==> config.mk <==
export PLATFORM = sky130hd
export DESIGN_NAME = tantra_readout
export DESIGN_NICKNAME = d
export VERILOG_FILES = /design/src/rtl/tantra_readout.sv
export SDC_FILE = /design/constraint.sdc
export NUM_CORES = 1
export LEC_CHECK = 0
export BUFFER_PORTS_ARGS = -buffer_cell sky130_fd_sc_hd__buf_2
export CAP_MARGIN = 10
export CORE_MARGIN = 5
export CORE_UTILIZATION = 49
export DETAILED_ROUTE_END_ITERATION = 10
export GPL_TIMING_DRIVEN = 0
export HOLD_SLACK_MARGIN = 0.15
export PLACE_DENSITY = 0.83
export SKIP_CTS_REPAIR_TIMING = 1
export SLEW_MARGIN = 20
export SYNTH_ARGS = -nofsm -noshare
export SYNTH_HDL_FRONTEND = slang
export SYNTH_SLANG_ARGS = --single-unit
==> constraint.sdc <==
create_clock -name clk -period 2.5 [get_ports clk]
set_clock_uncertainty 0.15 [all_clocks]
set_input_delay 0.25 -clock clk [delete_from_list [all_inputs] [get_ports clk]]
set_output_delay 0.25 -clock clk [all_outputs]
set_load 0.1 [all_outputs]
==> src/rtl/tantra_readout.sv <==
// tantra_readout: spike-count readout stage for the Tantra recursive SNN core.
// On start it opens a counting window and counts spikes per neuron, stopping
// each counter at all-ones. It then finds the winner with an argmax that
// examines one neuron per cycle. The result is presented on a valid/ready
// handshake with status {saturated, no_spike, aborted, converged}.
// Optional feature macro: TANTRA_READOUT_EARLY_STOP_EN. When it is defined,
// the window closes early once converged_in has been high for 4 consecutive
// counting cycles.
module tantra_readout #(
   parameter int NUM_NEURONS   = 8,
   parameter int COUNT_WIDTH   = 8,
   parameter int WINDOW_CYCLES = 64,
   parameter int IDX_W         = $clog2(NUM_NEURONS)
) (
   input  logic                               clk,
   input  logic                               rst_n,
   input  logic                               start,
   input  logic [NUM_NEURONS-1:0]             spikes_in,
   input  logic                               converged_in,
   input  logic                               loop_detected_in,
   output logic                               busy,
   output logic                               result_valid,
   input  logic                               result_ready,
   output logic [IDX_W-1:0]                   winner_idx,
   output logic [COUNT_WIDTH-1:0]             winner_count,
   output logic [3:0]                         status,
   output logic [NUM_NEURONS*COUNT_WIDTH-1:0] spike_counts
);

   typedef enum logic [1:0] {
      ST_IDLE   = 2'd0,
      ST_COUNT  = 2'd1,
      ST_ARGMAX = 2'd2,
      ST_HOLD   = 2'd3
   } state_t;

   localparam int                     CW_TOT   = NUM_NEURONS * COUNT_WIDTH;
   localparam logic [15:0]            WIN_LAST = 16'(WINDOW_CYCLES - 1);
   localparam logic [IDX_W-1:0]       IDX_LAST = IDX_W'(NUM_NEURONS - 1);
   localparam logic [COUNT_WIDTH-1:0] CNT_MAX  = {COUNT_WIDTH{1'b1}};
   localparam logic [COUNT_WIDTH-1:0] CNT_ZERO = {COUNT_WIDTH{1'b0}};

   state_t                   state_q,    state_d;
   logic [CW_TOT-1:0]        cnt_q,      cnt_d;
   logic [15:0]              win_q,      win_d;
   logic [IDX_W-1:0]         aidx_q,     aidx_d;
   logic [IDX_W-1:0]         best_idx_q, best_idx_d;
   logic [COUNT_WIDTH-1:0]   best_cnt_q, best_cnt_d;
   logic                     sat_q,      sat_d;
   logic                     abort_q,    abort_d;
   logic                     conv_q,     conv_d;
   logic                     busy_q,     busy_d;
   logic                     valid_q,    valid_d;
   logic [IDX_W-1:0]         widx_q,     widx_d;
   logic [COUNT_WIDTH-1:0]   wcnt_q,     wcnt_d;
   logic [3:0]               status_q,   status_d;
`ifdef TANTRA_READOUT_EARLY_STOP_EN
   logic [1:0]               conv_run_q, conv_run_d;
`endif
   logic                     close_s;
   logic [COUNT_WIDTH-1:0]   cur_s;

   // Next-state logic for the window/argmax/hold sequencer and its datapath
   always_comb begin
      state_d    = state_q;
      cnt_d      = cnt_q;
      win_d      = win_q;
      aidx_d     = aidx_q;
      best_idx_d = best_idx_q;
      best_cnt_d = best_cnt_q;
      sat_d      = sat_q;
      abort_d    = abort_q;
      conv_d     = conv_q;
      busy_d     = busy_q;
      valid_d    = valid_q;
      widx_d     = widx_q;
      wcnt_d     = wcnt_q;
      status_d   = status_q;
`ifdef TANTRA_READOUT_EARLY_STOP_EN
      conv_run_d = conv_run_q;
`endif
      close_s    = 1'b0;
      cur_s      = CNT_ZERO;

      case (state_q)
         ST_IDLE: begin
            if (start) begin
               state_d    = ST_COUNT;
               cnt_d      = {CW_TOT{1'b0}};
               win_d      = 16'd0;
               aidx_d     = {IDX_W{1'b0}};
               best_idx_d = {IDX_W{1'b0}};
               best_cnt_d = CNT_ZERO;
               sat_d      = 1'b0;
               abort_d    = 1'b0;
               conv_d     = 1'b0;
               busy_d     = 1'b1;
               valid_d    = 1'b0;
               widx_d     = {IDX_W{1'b0}};
               wcnt_d     = CNT_ZERO;
               status_d   = 4'b0000;
`ifdef TANTRA_READOUT_EARLY_STOP_EN
               conv_run_d = 2'd0;
`endif
            end else begin
               state_d = ST_IDLE;
            end
         end

         ST_COUNT: begin
            for (int n = 0; n < NUM_NEURONS; n++) begin
               if (spikes_in[n]) begin
                  if (cnt_q[n*COUNT_WIDTH +: COUNT_WIDTH] == CNT_MAX) begin
                     // counter pinned at all-ones; the lost spike is flagged
                     sat_d = 1'b1;
                  end else begin
                     cnt_d[n*COUNT_WIDTH +: COUNT_WIDTH] =
                        cnt_q[n*COUNT_WIDTH +: COUNT_WIDTH] + COUNT_WIDTH'(1);
                  end
               end else begin
                  cnt_d[n*COUNT_WIDTH +: COUNT_WIDTH] = cnt_q[n*COUNT_WIDTH +: COUNT_WIDTH];
               end
            end
            win_d   = win_q + 16'd1;
            conv_d  = conv_q | converged_in;
            abort_d = abort_q | loop_detected_in;
`ifdef TANTRA_READOUT_EARLY_STOP_EN
            // conv_run_q counts earlier consecutive converged cycles; 3 means this is the 4th
            close_s    = converged_in & (conv_run_q == 2'd3);
            conv_run_d = converged_in ? (conv_run_q + 2'd1) : 2'd0;
`endif
            close_s = close_s | (win_q == WIN_LAST) | loop_detected_in;
            if (close_s) begin
               state_d    = ST_ARGMAX;
               aidx_d     = {IDX_W{1'b0}};
               best_idx_d = {IDX_W{1'b0}};
               best_cnt_d = CNT_ZERO;
            end else begin
               state_d = ST_COUNT;
            end
         end

         ST_ARGMAX: begin
            cur_s = cnt_q[aidx_q*COUNT_WIDTH +: COUNT_WIDTH];
            // strictly greater keeps the lowest index on ties
            if (cur_s > best_cnt_q) begin
               best_cnt_d = cur_s;
               best_idx_d = aidx_q;
            end else begin
               best_cnt_d = best_cnt_q;
               best_idx_d = best_idx_q;
            end
            if (aidx_q == IDX_LAST) begin
               state_d = ST_HOLD;
            end else begin
               aidx_d = aidx_q + IDX_W'(1);
            end
         end

         ST_HOLD: begin
            if (!valid_q) begin
               // first HOLD cycle: publish the argmax result
               valid_d  = 1'b1;
               widx_d   = best_idx_q;
               wcnt_d   = best_cnt_q;
               status_d = {sat_q, (best_cnt_q == CNT_ZERO), abort_q, conv_q};
            end else if (result_ready) begin
               valid_d = 1'b0;
               busy_d  = 1'b0;
               state_d = ST_IDLE;
            end else begin
               state_d = ST_HOLD;
            end
         end

         default: begin
            state_d = ST_IDLE;
            busy_d  = 1'b0;
            valid_d = 1'b0;
         end
      endcase
   end

   // State and output registers, cleared by the synchronous active-low reset
   always_ff @(posedge clk) begin
      if (!rst_n) begin
         state_q    <= ST_IDLE;
         cnt_q      <= {CW_TOT{1'b0}};
         win_q      <= 16'd0;
         aidx_q     <= {IDX_W{1'b0}};
         best_idx_q <= {IDX_W{1'b0}};
         best_cnt_q <= CNT_ZERO;
         sat_q      <= 1'b0;
         abort_q    <= 1'b0;
         conv_q     <= 1'b0;
         busy_q     <= 1'b0;
         valid_q    <= 1'b0;
         widx_q     <= {IDX_W{1'b0}};
         wcnt_q     <= CNT_ZERO;
         status_q   <= 4'b0000;
`ifdef TANTRA_READOUT_EARLY_STOP_EN
         conv_run_q <= 2'd0;
`endif
      end else begin
         state_q    <= state_d;
         cnt_q      <= cnt_d;
         win_q      <= win_d;
         aidx_q     <= aidx_d;
         best_idx_q <= best_idx_d;
         best_cnt_q <= best_cnt_d;
         sat_q      <= sat_d;
         abort_q    <= abort_d;
         conv_q     <= conv_d;
         busy_q     <= busy_d;
         valid_q    <= valid_d;
         widx_q     <= widx_d;
         wcnt_q     <= wcnt_d;
         status_q   <= status_d;
`ifdef TANTRA_READOUT_EARLY_STOP_EN
         conv_run_q <= conv_run_d;
`endif
      end
   end

   assign busy         = busy_q;
   assign result_valid = valid_q;
   assign winner_idx   = widx_q;
   assign winner_count = wcnt_q;
   assign status       = status_q;
   assign spike_counts = cnt_q;

endmodule

== Word-level counts from Yosys, hierarchy flattened ==
Index checks and enable logic that the tools add are counted.
Word-level totals
  register bits after elaboration: 116
  word-level logic and storage cells: 164
  output and inout bits: 81
  input port bits: 14
Operators by class
  reduce and logical (&&, ||, !) cells: 20
  $add $sub $neg: 10
  magnitude comparators: 1
  bitwise gates (word level): 3
  equal/unequal tests: 37
  shifts and indexed selects: 1
  muxes and demuxes: 71
Operators with widths (number)
  two-way mux 8 bit: 20
  case mux 64 bit (2 select lines): 1
  adder 8 x 1 -> 8 bit (second input constant): 8
  equality test 8 bit (second input constant): 8
  two-way mux 64 bit: 1
  indexed part select 64 x 7 -> 8 bit: 1
  inequality test 2 bit (second input constant): 24
  AND reduction 4 bit: 11
  case mux 16 bit (2 select lines): 1
  two-way mux 1 bit: 24
  case mux 8 bit (3 select lines): 1
  case mux 3 bit (3 select lines): 2
  adder 16 x 1 -> 16 bit (second input constant): 1
  equality test 16 x 6 -> 1 bit (second input constant): 1
  two-way mux 16 bit: 1
  case mux 8 bit (2 select lines): 1
  two-way mux 3 bit: 5
  case mux 1 bit (2 select lines): 5
  > comparator 8 bit: 1
  zero test 8 bit: 1
  two-way mux 2 bit: 4
  two-way mux 4 bit: 2
  case mux 2 bit (4 select lines): 1
  case mux 4 bit (2 select lines): 1
  other kinds (11): 17

== Longest topological paths before layout ==
Gate-level depths: netlist (run 1).
  depth in word-level cells: 19
  gate-level depth with buffers: 13
  gate-level depth less buffers: 9

== Least setup slack after synthesis (run 1) ==
Ideal clock, no wire load.
  kind: register -> register
  from: reg cnt_q[49], in the netlist spike_counts[49]
  to: reg best_idx_q[0]
  required time: 2.290 ns
  setup slack: -0.438 ns
  clock period less this slack: 2.938 ns
  path buffers: 1
  library setup time: 0.060 ns
  stages on the path, launching flop included: 10
  arrival time: 2.728 ns
  path through: dfxtp_1 > mux4_2 > o21a_1 > ha_1 > nor2b_1 > o211ai_1 > a211oi_1 > o32ai_1 > buf_2 > a22o_1
Between the ends
  longest elaborated chain between the ends: 4
RTL lines
  start: declaration: RTL line 44  | logic [CW_TOT-1:0] cnt_q, cnt_d;
  start signal: assignment: RTL line 188  | cnt_q <= {CW_TOT{1'b0}};
  start signal: assignment: RTL line 206  | cnt_q <= cnt_d;
  indexed part select 64 x 7 -> 8 bit: RTL line 144  | cur_s = cnt_q[aidx_q*COUNT_WIDTH +: COUNT_WIDTH];
  > comparator 8 bit: RTL line 146  | if (cur_s > best_cnt_q) begin
  inequality test 2 bit (no source line)
  AND reduction 4 bit (no source line)
  end signal: assignment: RTL line 191  | best_idx_q <= {IDX_W{1'b0}};
  end signal: assignment: RTL line 209  | best_idx_q <= best_idx_d;
  end: declaration: RTL line 47  | logic [IDX_W-1:0] best_idx_q, best_idx_d;
No other way between the ends.
A chain may end at the register's enable or synchronous reset.

== Final worst setup path (run 1) ==
  from: reg aidx_q[0]
  to: reg best_cnt_q[2]
Between the ends
  longest elaborated chain between the ends: 4
  elaborated cells between the ends (all ways): 6
  classes of those cells: order compare (1); eq/ne (1); shift (1); mux (2); reduce/logical (1)
RTL lines
  start: declaration: RTL line 46  | logic [IDX_W-1:0] aidx_q, aidx_d;
  start signal: assignment: RTL line 190  | aidx_q <= {IDX_W{1'b0}};
  start signal: assignment: RTL line 208  | aidx_q <= aidx_d;
  indexed part select 64 x 7 -> 8 bit *: RTL line 144
  > comparator 8 bit: RTL line 146
  inequality test 2 bit (no source line)
  AND reduction 4 bit (no source line)
  end signal: assignment: RTL line 210  | best_cnt_q <= best_cnt_d;
  end: declaration: RTL line 48  | logic [COUNT_WIDTH-1:0] best_cnt_q, best_cnt_d;
Mark *: on every way between the ends. The rest lies on a longest branch, timed or not. The select of a mux whose other input is x is not followed.

==> out/summary.txt, run 1 <==
outcome - complete, but fails checks
failing checks - setup timing
Worst IR Drop VDD - 506 uV
WS Path Type - register to register
CP startpoint kind - register
total CTS buffers - 17
largest cells by area after synthesis - dfxtp_1 38%, xnor2_1 5.8%, nor2_1 5.1%
top cell type's share of synthesized area - 38.4%
Crit path arrival time - 3.27 ns
post-route ant nets - 0
via count - 6243
Combinational Power Share - 11.9%
Total GRT Usage - 25.9%
post-route worst setup slack - -0.607 ns
Initial DRC Count - 632
placed instance area - 0.00692 sq mm
Die X - 121 microns
Top FF cell, synth - dfxtp_1
port bufs - 94
Post-synth EDFFs - 0
DR vias/cell - 6.22
antenna violations before repair - 0
number of top-level pins - 95
Root Buffer - clkbuf_16
Power Dens Cells - 629 mW/mm^2
worst slack, placed - -0.500 ns
Total Wirelength - 20.1 mm
crit end category - register
Hold Crit Class - input pin to register
sequential power share - 37.5%
FP Rows - 40
worst hold stages - 4
drc violations - 0
synth unique cells - 57
fin nets - 855
#FFs+latches synth - 116
Worst-Margin Slew - 0.847 ns
top cell type by total area after synthesis - dfxtp_1
initial core utilization - 50.2%
Static Leak - 3.00 nW
synth warn - 0
Int Pwr - 0.00364 W
Final Max Slew Viols - 0
final instance area - 0.00793 sq mm
die area - 0.0147 sq mm
CTS sink cnt - 116
unrepaired setup endpoints after global routing - true
synthesized area per cell - 8.86 sq um
CTS tree - yes
largest net degree at the start of global routing - 17
Max H-tree Level - 4
final hold vios - 0
f_max - 322 MHz
Clock Path Buffers - 2
HPWL Detailed - 13.1 mm
clock power share - 50.6%
total gr overflow - 0
NetSw - 0.00135 W
number of global-route vias before repair - 5654
sequential-to-total area share from yosys stat - 38.4%
reg2reg start - aidx_q[0]
synth cell count leaders - 116 x dfxtp_1, 82 x nor2_1, 56 x nand3_1
hold_sp - spikes_in[0]
Gate Count Post-Synth - 683
CP required - 2.67 ns
antenna cells - 0
worst-path maximum fanout - 10
final core utilization - 65.7%
clock-pin transition on the worst setup and hold timing paths - 0.06 ns
Final setup viols - 11
Worst-Skew Late Latency - 0.43 ns
GP Congestion - 0.953
Pre-antenna DRT Iters - 6
Die Ht - 121 microns
WL/cell - 20.0 microns
slew margin rel. - 43.5%
min Tclk post-route - 3.11 ns
share of layout cells above drive strength 1 - 32.3%
maxcap violations - 0
Area growth syn-to-layout - 31.0%
r2r worst-path depth - 11
most frequent cell after synthesis - dfxtp_1
Core ar. - 0.0121 sq mm
CP Launch Point - aidx_q[0]
total negative slack - -6.36 ns
Post-synth ARST share - 0%
global-route wire length before repair - 29.8 mm
Net Sw Frac - 27.0%
synthesized cell area - 0.00605 sq mm
syn nets - 716
Tcrit/Tclk final - 124%
## area by class of cell
type / count / area (sq um)
Multi-Input combinational cell: 511 / 3580
Clock buffer: 21 / 503
Timing Repair Buffer: 120 / 749
Sequential cell: 116 / 2470
Clock inverter: 11 / 119
Tap cell: 168 / 210
Inverter: 22 / 82.6
Fill cell: 939 / 4130
Buffer: 34 / 215
## metal layers
| metal | vias to the layer above | part of all wire (%) | track usage, % |
|---|---|---|---|
| met5 | - | 0 | 0 |
| met4 | 0 | 4.6 | 13.0 |
| met3 | 82 | 11 | 5.87 |
| met2 | 425 | 46 | 40.3 |
| met1 | 2920 | 39 | 33.9 |
| li1 | 2816 | - | - |
## cell usage in the layout, fill, tap and decap left out, types with 4 or more instances in the layout
master | Yosys | routed
clkbuf_16 | 0 | 22
mux2i_1 | 17 | 15
a211oi_1 | 20 | 19
o21a_1 | 9 | 8
and2_1 | 4 | 4
clkbuf_1 | 15 | 15
dfxtp_1 | 116 | 51
a22oi_1 | 23 | 19
a21oi_1 | 55 | 54
nand4_1 | 19 | 19
nor2_1 | 82 | 80
dlygate4sd3_1 | 0 | 11
buf_1 | 6 | 4
o211ai_4 | 5 | 5
inv_1 | 20 | 20
nand2_1 | 35 | 35
xnor2_1 | 40 | 40
a22oi_2 | 0 | 4
o211ai_1 | 4 | 4
and3_1 | 11 | 11
nor2b_1 | 7 | 6
mux4_2 | 8 | 8
nor3_1 | 9 | 9
nand3_1 | 56 | 56
buf_4 | 3 | 13
dfxtp_4 | 0 | 26
a22o_1 | 11 | 11
nor2_2 | 2 | 4
ha_1 | 19 | 18
a31oi_1 | 8 | 8
buf_2 | 8 | 100
o21ai_0 | 13 | 12
buf_6 | 2 | 4
dfxtp_2 | 0 | 39
mux2_2 | 9 | 9
## worst paths after layout
path / to / slack [ns]
worst min-delay path: spike_counts[4] / 0.15
worst min register to register: status[2] / 0.32
worst max-delay path: best_cnt_q[2] / -0.61
worst max register to register: best_cnt_q[2] / -0.61
## critical path: stages, from the launching register on
cell and delay, ns:
dfxtp_1 0.49, buf_4 0.27, mux4_2 0.32, o21a_1 0.23
ha_1 0.33, nor2b_4 0.15, o211ai_1 0.10, a211oi_2 0.32
o32ai_2 0.16, buf_4 0.16, buf_6 0.12, a22o_1 0.18
## flip-flops by register name, summed over array words and instances, names as in the netlist
name and cells:
conv_q 1, best_cnt_q 8, status 4, best_idx_q 3
winner_count 8, busy 1, win_q 16, abort_q 1
aidx_q 3, result_valid 1, state_q 2, winner_idx 3
spike_counts 64, sat_q 1
## cells by family after synthesis
group | after synthesis | share of synthesized area [%]
buffers and inverters | 56 | 4.07
DFF | 116 | 38.4
xor gates and xnor gates | 40 | 5.79
muxes | 34 | 7.46
and+or+nand+nor | 247 | 19.9
AOI/OAI and AO/OA | 171 | 20.5
adders and majority gates | 19 | 3.93
## per-stage QoR
step           power [W]  hold WS [ns]  cells
2_1_floorplan    0.00227         0.238    683
3_3_place_gp     0.00243         0.297    945
3_5_place_dp     0.00243         0.313    945
4_1_cts          0.00493       -0.0626    977
5_1_grt          0.00511         0.199   1003
6_report         0.00499         0.151   1003
## power by group through the flow
| stage | Combinational (W) | Clock [W] | Sequential, W |
|---|---|---|---|
| floorplan | 0.000282 | 0 | 0.00199 |
| global placement | 0.000517 | 0 | 0.00191 |
| detailed placement | 0.000524 | 0 | 0.00191 |
| CTS | 0.000530 | 0.00253 | 0.00187 |
| global route | 0.000621 | 0.00261 | 0.00187 |
| finish | 0.000592 | 0.00252 | 0.00187 |
(Power assumes the default switching activity.)
==> inputs of run 2 (changes only) <==
- ABC_AREA: not set -> 1
==> out/summary.txt, run 2 <==
Power Dens Cells - 1160 mW/mm^2 (was 629 mW/mm^2)
Area growth syn-to-layout - 27.0% (was 31.0%)
total CTS buffers - 17 (unchanged)
crit end category - register (unchanged)
placed instance area - 0.00746 sq mm (was 0.00692 sq mm)
Clock Path Buffers - 2 (unchanged)
synth unique cells - 43 (was 57)
DR vias/cell - 5.65 (was 6.22)
clock-pin transition on the worst setup and hold timing paths - 0.06 ns (about the same)
NetSw - 0.00436 W (was 0.00135 W)
sequential-to-total area share from yosys stat - 34.8% (was 38.4%)
synth cell count leaders - 228 x nand2_1, 153 x nor2_1, 116 x dfxtp_1 (was 116 x dfxtp_1, 82 x nor2_1, 56 x nand3_1)
worst-path maximum fanout - 6 (was 10)
Final setup viols - 11 (unchanged)
synth warn - 0 (unchanged)
Power Total - 0.00982 W (was 0.00499 W)
Worst IR Drop VDD - 681 uV (was 506 uV)
slew margin rel. - 50.0% (was 43.5%)
Worst-Margin Slew - 0.750 ns (was 0.847 ns)
Simple-Gate Fraction of Synth Area - 35.5% (was 19.9%)
top cell type by total area after synthesis - dfxtp_1 (unchanged)
min Tclk post-route - 2.62 ns (was 3.11 ns)
largest cells by area after synthesis - dfxtp_1 35%, nand2_1 13%, nor2_1 8.6% (was dfxtp_1 38%, xnor2_1 5.8%, nor2_1 5.1%)
Final Max Slew Viols - 0 (unchanged)
Max H-tree Level - 4 (unchanged)
unrepaired setup endpoints after global routing - true (unchanged)
Top FF cell, synth - dfxtp_1 (unchanged)
most frequent cells in the layout - 223 x nand2_1, 151 x nor2_1, 105 x buf_2 (was 100 x buf_2, 80 x nor2_1, 56 x nand3_1)
Largest register FFs - 64 (unchanged)
outcome - complete, but fails checks (unchanged)
Net Sw Frac - 44.4% (was 27.0%)
top cell type's share of synthesized area - 34.8% (was 38.4%)
total negative slack - -1.11 ns (was -6.36 ns)
initial core utilization - 50.2% (about the same)
total gr overflow - 0 (unchanged)
FP Rows - 42 (was 40)
CP startpoint kind - register (unchanged)
Core ar. - 0.0133 sq mm (was 0.0121 sq mm)
antenna violations before repair - 0 (unchanged)
global-route wire length before repair - 33.6 mm (was 29.8 mm)
fin nets - 1189 (was 855)
Static Leak - 3.58 nW (was 3.00 nW)
GP Congestion - 0.937 (was 0.953)
Pre-antenna DRT Iters - 6 (unchanged)
syn nets - 1066 (was 716)
maxcap violations - 0 (unchanged)
CP required - 2.68 ns (was 2.67 ns)
Hold Crit Class - input pin to register (unchanged)
fillcell total - 1171 (was 939)
number of top-level pins - 95 (unchanged)
sequential power share - 23.9% (was 37.5%)
Initial DRC Count - 896 (was 632)
CTS tree - yes (unchanged)
commonest non-fill, non-tap cell in the layout - nand2_1 (was buf_2)
post-route worst setup slack - -0.119 ns (was -0.607 ns)
largest family of logic cells by synthesized area - simple AND/OR/NAND/NOR gates (was compound AO/OA/AOI/OAI gates)
Worst-Skew Late Latency - 0.44 ns (was 0.43 ns)
Tcrit/Tclk final - 105% (was 124%)
final hold vios - 0 (unchanged)
post-route ant nets - 0 (unchanged)
share of layout cells above drive strength 1 - 26.3% (was 32.3%)
synthesized cell area - 0.00668 sq mm (was 0.00605 sq mm)
Die X - 127 microns (was 121 microns)
Int Pwr - 0.00546 W (was 0.00364 W)
Crit path arrival time - 2.80 ns (was 3.27 ns)
most frequent cell after synthesis - nand2_1 (was dfxtp_1)
register area - 0.00242 sq mm (was 0.00247 sq mm)
Combinational Power Share - 48.6% (was 11.9%)
largest net degree at the start of global routing - 17 (unchanged)
antenna cells - 0 (unchanged)
failing checks - setup timing (unchanged)
number of global-route vias before repair - 6861 (was 5654)
flop-to-flop setup slack - -0.12 ns (was -0.61 ns)
port bufs - 93 (was 94)
f_max - 382 MHz (was 322 MHz)
Die Ht - 127 microns (was 121 microns)
post-synthesis adder-cell area fraction - 3.56% (was 3.93%)
Post-synth ARST share - 0% (unchanged)
Root Buffer - clkbuf_16 (unchanged)
via count - 7599 (was 6243)
CTS sink cnt - 116 (unchanged)
final instance area - 0.00848 sq mm (was 0.00793 sq mm)
Compound-Gate Fraction of Synth Area - 15.8% (was 20.5%)
Post-Synth XOR/XNOR Area - 0.787% (was 5.79%)
Total GRT Usage - 26.5% (was 25.9%)
clock power share - 27.4% (was 50.6%)
area of the multi-input gates - 0.00390 sq mm (was 0.00358 sq mm)
Gate Count Post-Synth - 1033 (was 683)
HPWL Detailed - 15.3 mm (was 13.1 mm)
share of synthesized area spent on multiplexers - 0% (was 7.46%)
drc violations - 0 (unchanged)
#FFs+latches synth - 116 (unchanged)
Post-synth EDFFs - 0 (unchanged)
die area - 0.0161 sq mm (was 0.0147 sq mm)
WL/cell - 16.5 microns (was 20.0 microns)
WS Path Type - register to register (unchanged)
synthesized area per cell - 6.47 sq um (was 8.86 sq um)
Total Wirelength - 22.1 mm (was 20.1 mm)
-- run 2: cell types whose count changed after synthesis, sizes merged, moves of 23 or more --
cell / change
xnor2: -40
a21oi: +57
nand3: +41
nand2: +202
inv: +86
o21ai: +44
nor2: +79
a22oi: -23
-- run 2: final cells by class --
cell class	count	share of cell area, %
clock buffers	24	6.03
well taps	176	2.60
flip-flops and latches	116	28.6
repair buffers	104	6.65
inverters	109	4.91
clock inverters	8	1.70
plain buffers	42	3.57
multi-input cells	766	46.0
-- run 2: kinds of logic after synthesis --
kind of cell / count (synthesis)
flip-flops: 116
XOR/XNOR: 6
AO/OA/AOI/OAI: 196
buffers and inverters: 151
AND/OR/NAND/NOR: 545
adder cells (fa/ha/maj): 19
-- run 2: worst max-delay path, cell delays in order, from the launching register on --
cell and delay, ns:
dfxtp_4 0.37, buf_8 0.14, inv_6 0.04, buf_6 0.12, o21ai_1 0.20, nand3_2 0.11
and2_1 0.18, ha_1 0.28, nand2_1 0.06, inv_1 0.09, nand2_1 0.06, nand2_1 0.06
nand2_1 0.05, nand2_1 0.08, nand2_2 0.07, nand2_4 0.11, buf_6 0.14, nand3_2 0.06
nand2_1 0.07, nor2_1 0.05
-- run 2: power by group through the flow --
stage	combinational (W)	sequential [W]	clock [W]
after detailed placement	0.00390	0.00235	0
after global routing	0.00514	0.00237	0.00279
after CTS	0.00393	0.00231	0.00270
after floorplan	0.00246	0.00286	0
final	0.00477	0.00235	0.00270
after global placement	0.00383	0.00235	0
-- run 2: final timing paths --
kind	startpoint	to	cells after the start
worst max-delay path	aidx_q[0]	best_idx_q[1]	19
worst max register to register	aidx_q[0]	best_idx_q[1]	19
worst min-delay path	rst_n	spike_counts[32]	3
worst min register to register	status[1]	status[1]	2
-- run 2: routing by layer --
metal / GRT usage, % / part of all wire, % / vias to the layer above
met4: 14.3 / 4.8 / 0
met1: 32.0 / 39 / 3459
met2: 43.2 / 46 / 408
met3: 6.85 / 9.9 / 98
met5: 0 / 0 / -
li1: - / - / 3634
-- run 2: stage by stage --
step / setup WS, ns / std cells / util, % / hold WS (ns)
3_5_place_dp: -0.413 / 1302 / 56.1 / 0.295
4_1_cts: -0.431 / 1334 / 61.1 / -0.0862
3_3_place_gp: -0.374 / 1302 / 56.1 / 0.286
5_1_grt: -0.251 / 1345 / 63.8 / 0.163
6_report: -0.119 / 1345 / 63.8 / 0.112
2_1_floorplan: 0.0221 / 1033 / - / 0.244
